$ cat config.mk
export PLATFORM = sky130hd
export DESIGN_NAME = operand_fwd_mux
export DESIGN_NICKNAME = d
export VERILOG_FILES = /design/src/rtl/operand_fwd_mux.sv
export SDC_FILE = /design/constraint.sdc
export NUM_CORES = 1
export LEC_CHECK = 0
export BUFFER_PORTS_ARGS = -buffer_cell sky130_fd_sc_hd__buf_2
export CORE_AREA = 2 2 98 100
export DETAILED_ROUTE_END_ITERATION = 12
export DIE_AREA = 0 0 100 102
export PLACE_DENSITY_LB_ADDON = 0.25
export SYNTH_ARGS = -nofsm -noshare
export SYNTH_HDL_FRONTEND = slang
export SYNTH_SLANG_ARGS = --single-unit
$ cat constraint.sdc
create_clock -name clk -period 2 [get_ports clk]
set_input_delay 0 -clock clk [delete_from_list [all_inputs] [get_ports clk]]
set_output_delay 0 -clock clk [all_outputs]
set_load 0.005 [all_outputs]
$ cat src/rtl/operand_fwd_mux.sv
// operand_fwd_mux
//
// Per-operand forwarding selector for the D->E boundary. Picks the newest
// in-flight producer of src_addr among NSRC pipeline stages (stage 0 is the
// youngest and wins), falls back to the register file when nothing matches,
// and raises hazard when the chosen producer has not produced its data yet.
// The selected operand is captured into a stall/flush-controlled stage
// register, and a saturating counter tracks how many forwarded operands
// were captured.
//
// Ports
//   clk        rising-edge clock
//   reset      synchronous, active-high
//   stall      hold the output register
//   flush      load a bubble into the output register
//   in_valid   operand request valid this cycle
//   src_addr   source register index (index 0 never forwards)
//   rf_data    register-file read data
//   fwd_addr   destination index of stage k at [k*AW +: AW]
//   fwd_we     stage k will write a register
//   fwd_rdy    stage k result is available now
//   fwd_data   result of stage k at [k*DW +: DW]
//   hazard     combinational: selected producer not ready
//   out_valid  registered operand valid
//   out_data   registered operand
//   out_sel    registered source: 0 = rf_data, k+1 = stage k
//   fwd_count  saturating count of captured forwarded operands

module operand_fwd_mux #(
   parameter  int DW   = 32,
   parameter  int AW   = 5,
   parameter  int NSRC = 3,
   localparam int SELW = $clog2(NSRC + 1)
) (
   input  logic                 clk,
   input  logic                 reset,
   input  logic                 stall,
   input  logic                 flush,
   input  logic                 in_valid,
   input  logic [AW-1:0]        src_addr,
   input  logic [DW-1:0]        rf_data,
   input  logic [NSRC*AW-1:0]   fwd_addr,
   input  logic [NSRC-1:0]      fwd_we,
   input  logic [NSRC-1:0]      fwd_rdy,
   input  logic [NSRC*DW-1:0]   fwd_data,
   output logic                 hazard,
   output logic                 out_valid,
   output logic [DW-1:0]        out_data,
   output logic [SELW-1:0]      out_sel,
   output logic [15:0]          fwd_count
);

   logic [NSRC-1:0] match;
   logic            any_match;
   logic [SELW-1:0] sel_code;
   logic [DW-1:0]   sel_data;
   logic            sel_rdy;
   logic            capture;

   always_comb begin
      match = '0;
      for (int k = 0; k < NSRC; k++) begin
         match[k] = fwd_we[k] && (fwd_addr[k*AW +: AW] == src_addr) &&
                    (src_addr != '0);
      end
   end

   // Walk from the oldest stage to the youngest so the lowest matching
   // index is the last assignment and therefore wins. Only that producer's
   // ready bit decides the hazard; an older ready copy is stale.
   always_comb begin
      any_match = 1'b0;
      sel_code  = '0;
      sel_data  = rf_data;
      sel_rdy   = 1'b1;
      for (int k = NSRC - 1; k >= 0; k--) begin
         if (match[k]) begin
            any_match = 1'b1;
            sel_code  = SELW'(k + 1);
            sel_data  = fwd_data[k*DW +: DW];
            sel_rdy   = fwd_rdy[k];
         end
      end
   end

   // Not gated by stall/flush: the pipeline controller folds it into the
   // upstream stall itself.
   assign hazard  = in_valid && any_match && !sel_rdy;
   assign capture = in_valid && !hazard;

   always_ff @(posedge clk) begin
      if (reset) begin
         out_valid <= 1'b0;
         out_data  <= '0;
         out_sel   <= '0;
         fwd_count <= '0;
      end else if (flush) begin
         out_valid <= 1'b0;
         out_data  <= '0;
         out_sel   <= '0;
      end else if (!stall) begin
         if (capture) begin
            out_valid <= 1'b1;
            out_data  <= sel_data;
            out_sel   <= sel_code;
            if (any_match && (fwd_count != 16'hFFFF)) begin
               fwd_count <= fwd_count + 16'd1;
            end
         end else begin
            out_valid <= 1'b0;
            out_data  <= '0;
            out_sel   <= '0;
         end
      end
   end

endmodule

# Word-level counts from Yosys, hierarchy flattened
# Cells that the tools add are included.
# op_classes
addsub,1
n_eq_ne,4
mux,15
n_bitwise,2
n_reduce_logical,15
# ops
cell,count
$mux 32,4
$add 16x1->16 const B,1
$ne 16x16->1 const B,1
$eq 5x5->1,3
$logic_and 1x1->1,10
$mux 2,4
$mux 1,7
$reduce_bool 5->1,1
$reduce_and 4->1,1
$logic_not 1->1,2
$not 1->1,2
$reduce_or 2->1,1
# word_totals
register_bits,51
in_bits,159
output_inout_bits,52
elab_cells,41

# Logic depth before layout (Yosys ltp)
# depth
word_depth,11
depth_mapped,9
ltp_nobuf,7

# Worst setup path before layout
# Ideal clock, no wire load.
# synth_path
path_kind,reg-to-reg
from,reg fwd_count[0]
to,reg fwd_count[3]
setup_ns,0.121
t_arrival_ns,1.886
slack_ns,-0.007
stages_incl_launch_ff,8
path_buffers,0
cell_sequence,dfxtp_1 ha_1 nand3_1 nor4_1 nor2_1 o311ai_4 nor4b_1 mux2_2
# synth_between
elab_chain_len,3
word_cells_on_any_way,4
classes_between,add/sub: 1; eq/ne: 1; reduce/logical: 2
# synth_rtl
item,line,text
from (decl),50,output logic [15:0] fwd_count
from (signal assigned),107,fwd_count <= fwd_count + 16'd1;
"parallel branches: the longest is 3 deep, another holds $add 16x1->16",--,
# Several ways; the timed one is not identified.
# A chain may end at the register's enable or synchronous reset.

# Worst setup path in the final report
# layout_path
from,reg fwd_count[4]
to,reg fwd_count[14]
# Same word-level chain as after synthesis.

==> results_dict.tcl <==
set metrics [dict create \
    outcome "complete, no violations" \
    setup_viol_count_final 0 \
    peakVddDrop_mv 0.287 \
    drive_gt1_frac 0.444 \
    std_cell_rows 35 \
    clkSlewWorstSetupHoldPaths_ns 0.10 \
    clock_latency_ns 0.31 \
    dr.pass1.iters 5 \
    dr_total_vias 4365 \
    area_growth_pct 43.6 \
    min_period_ns 1.97 \
    num_io_pins 211 \
    cts-root-buf "clkbuf_8" \
    grt_usage 0.235 \
    met2_length_um 6430 \
    overflow 0 \
    worst_ep_required_time_ns 2.24 \
    wl_met1_um 5220 \
    n_antenna_cell 0 \
    syn_inst 452 \
    cts_tree "built" \
    synth-seq-cells 51 \
    gp_congestion 0.869 \
    wl_per_cell_um 16.1 \
    synth_nets 612 \
    r2r_slack_ns 0.03 \
    first_iter_violations 143 \
    wirelength_um 12600 \
    cts_made_buffers 5 \
    synth_top_area_cell "dfxtp_1" \
    yosysMostFrequentCell "nand2_1" \
    synth_area_um2 3590 \
    whs_ns 0.0335 \
    syn_avg_cell_area_um2 7.93 \
    finalMaxSlewViolations 0 \
    start_kind "register" \
    fmax_ghz 0.507 \
    grt_pass1_vias 4104 \
    synth-edff-count 0 \
    start_util 0.394 \
    routed.top_layer "met4" \
    ys_seq_area_frac 0.285 \
    end_kind "register" \
    fin_crit_sh 0.986 \
    cp_max_fo 4 \
    io_buffers 210 \
    vias_per_cell 5.55 \
    ys_warn_count 0 \
    htreeDepth 2 \
    p_per_area_nw_per_um2 430 \
    p_leak_nw 2.45 \
    grt_start_max_net_pins 37 \
    synth_common_cells "nand2_1 (71), dfxtp_1 (51), nor2_1 (48), a221oi_1 (32), a21oi_1 (31)" \
    hpwl_um 9400 \
    yosysTopAreaCellShare 0.285 \
    fin_nets 835 \
    die_height_um 102 \
    clk_path_buf_depth 2 \
    dieArea_um2 10200 \
    hold_viol_final 0 \
    finClkSkew_ns 0.00995 \
    max_slew_margin 0.673 \
    rsz0062_at_grt "yes" \
    nFillCells 863 \
    yosysUniqueCellTypes 54 \
    synth_top_flop_cell "dfxtp_1" \
    design.core.area_um2 9110 \
    synth_async_sr_flop_share 0 \
    clock-sinks 51 \
    worst_pin_slew_ns 0.489 \
    ant_nets 0 \
    finalPower_mw 2.21 \
    grt_pass1_wl_um 19500 \
    drc 0 \
    hold_path.class "in -> reg" \
    synthTopCellsByArea "dfxtp_1 (28%), a221oi_1 (7.8%), nand2_1 (7.4%)" \
    crit_type "reg -> reg" \
    drv_cap 0 \
    met3WireLength_um 785 \
    cp.arrival_ns 2.21 \
    fp.dieW_um 100 \
    antenna_found_initial 0 \
]
[area by class of cell]
| type | count | area, um2 | area share |
|---|---|---|---|
| inverter | 2 | 7.51 | 0.00146 |
| tap | 111 | 139 | 0.0270 |
| clock buffer | 7 | 96.3 | 0.0187 |
| sequential | 51 | 1030 | 0.201 |
| clock inverter | 1 | 7.51 | 0.00146 |
| timing repair buffer | 255 | 1480 | 0.287 |
| multi-input combinational | 360 | 2390 | 0.464 |
[timing repair]
action                                  CTS  global route
endpoints found under the setup margin    0             9
resized for setup                         0            15
buffers inserted                          0             8
hold buffers                              0             0
[power by group]
part           total, mW  switching [mW]  internal [mW]
clock              0.671           0.356          0.316
sequential          1.03         0.00726           1.03
combinational      0.510           0.244          0.266
[cells by family (layout without fill, tap and decap cells)]
group | after synthesis | in the layout | synth area share
AO/OA/AOI/OAI | 142 | 142 | 0.312
XOR/XNOR | 15 | 15 | 0.0366
adder cells (fa/ha/maj) | 1 | 1 | 0.00349
buffers and inverters | 41 | 265 | 0.0649
flip-flops | 51 | 51 | 0.285
multiplexers | 11 | 11 | 0.0342
AND/OR/NAND/NOR | 191 | 191 | 0.264
[state kept, by name (all words and copies together), names as in the netlist]
register,count
out_data,32
out_valid,1
fwd_count,16
out_sel,2
[layout by cell type (no fill, tap or decap), drive strengths merged]
cell type / count
and4: 1
a221oi: 32
xnor2: 11
clkbuf: 7
o2111ai: 1
o311a: 7
nor2: 50
ha: 1
clkinvlp: 1
nor4b: 3
mux2: 10
xor2: 4
nor2b: 10
o211ai: 2
nor3b: 2
or3: 2
or2: 3
dfxtp: 51
or4: 6
mux2i: 1
a211oi: 7
nand2b: 3
buf: 255
inv: 2
a211o: 25
a21oi: 31
o311ai: 2
nor4: 6
nand2: 72
and3b: 1
nor3: 6
nand4: 7
nand3: 8
o21ai: 2
o31ai: 6
and3: 7
a31oi: 1
and2: 4
a21boi: 25
o211a: 1
[stage by stage]
stage	instances	instance area, um2	TNS (ns)	utilization	setup slack [ns]
finish	787	5150	0	0.566	0.0273
global route	787	5150	-0.306	0.566	-0.0556
CTS	779	5030	0	0.552	0.0112
detailed placement	771	4930	-3.48	0.541	-0.170
global placement	771	4930	-0.729	0.541	-0.0980
floorplan	452	3590	0	-	0.0823
[critical path: stages, from the launching register on]
cell and delay (ns):
dfxtp_4 0.38, and4_4 0.22, buf_4 0.10, nand3_1 0.21, nor3_1 0.24, nand3_1 0.13
or4_1 0.43, a21oi_1 0.18
[layer usage]
layer,global-route usage,vias up
met1,0.289,2057
li1,-,2126
met5,0,-
met3,0.0410,21
met4,0.0622,0
met2,0.427,161
[path summary, 6_finish.rpt]
path / end / cells past startpoint / startpoint
setup / recovery: fwd_count[14] / 7 / fwd_count[4]
hold / removal: out_data[19] / 3 / fwd_data[19]
setup reg to reg: fwd_count[14] / 7 / fwd_count[4]
hold reg to reg: out_valid / 2 / out_valid
Note: power is estimated with default switching activity, not from simulation.
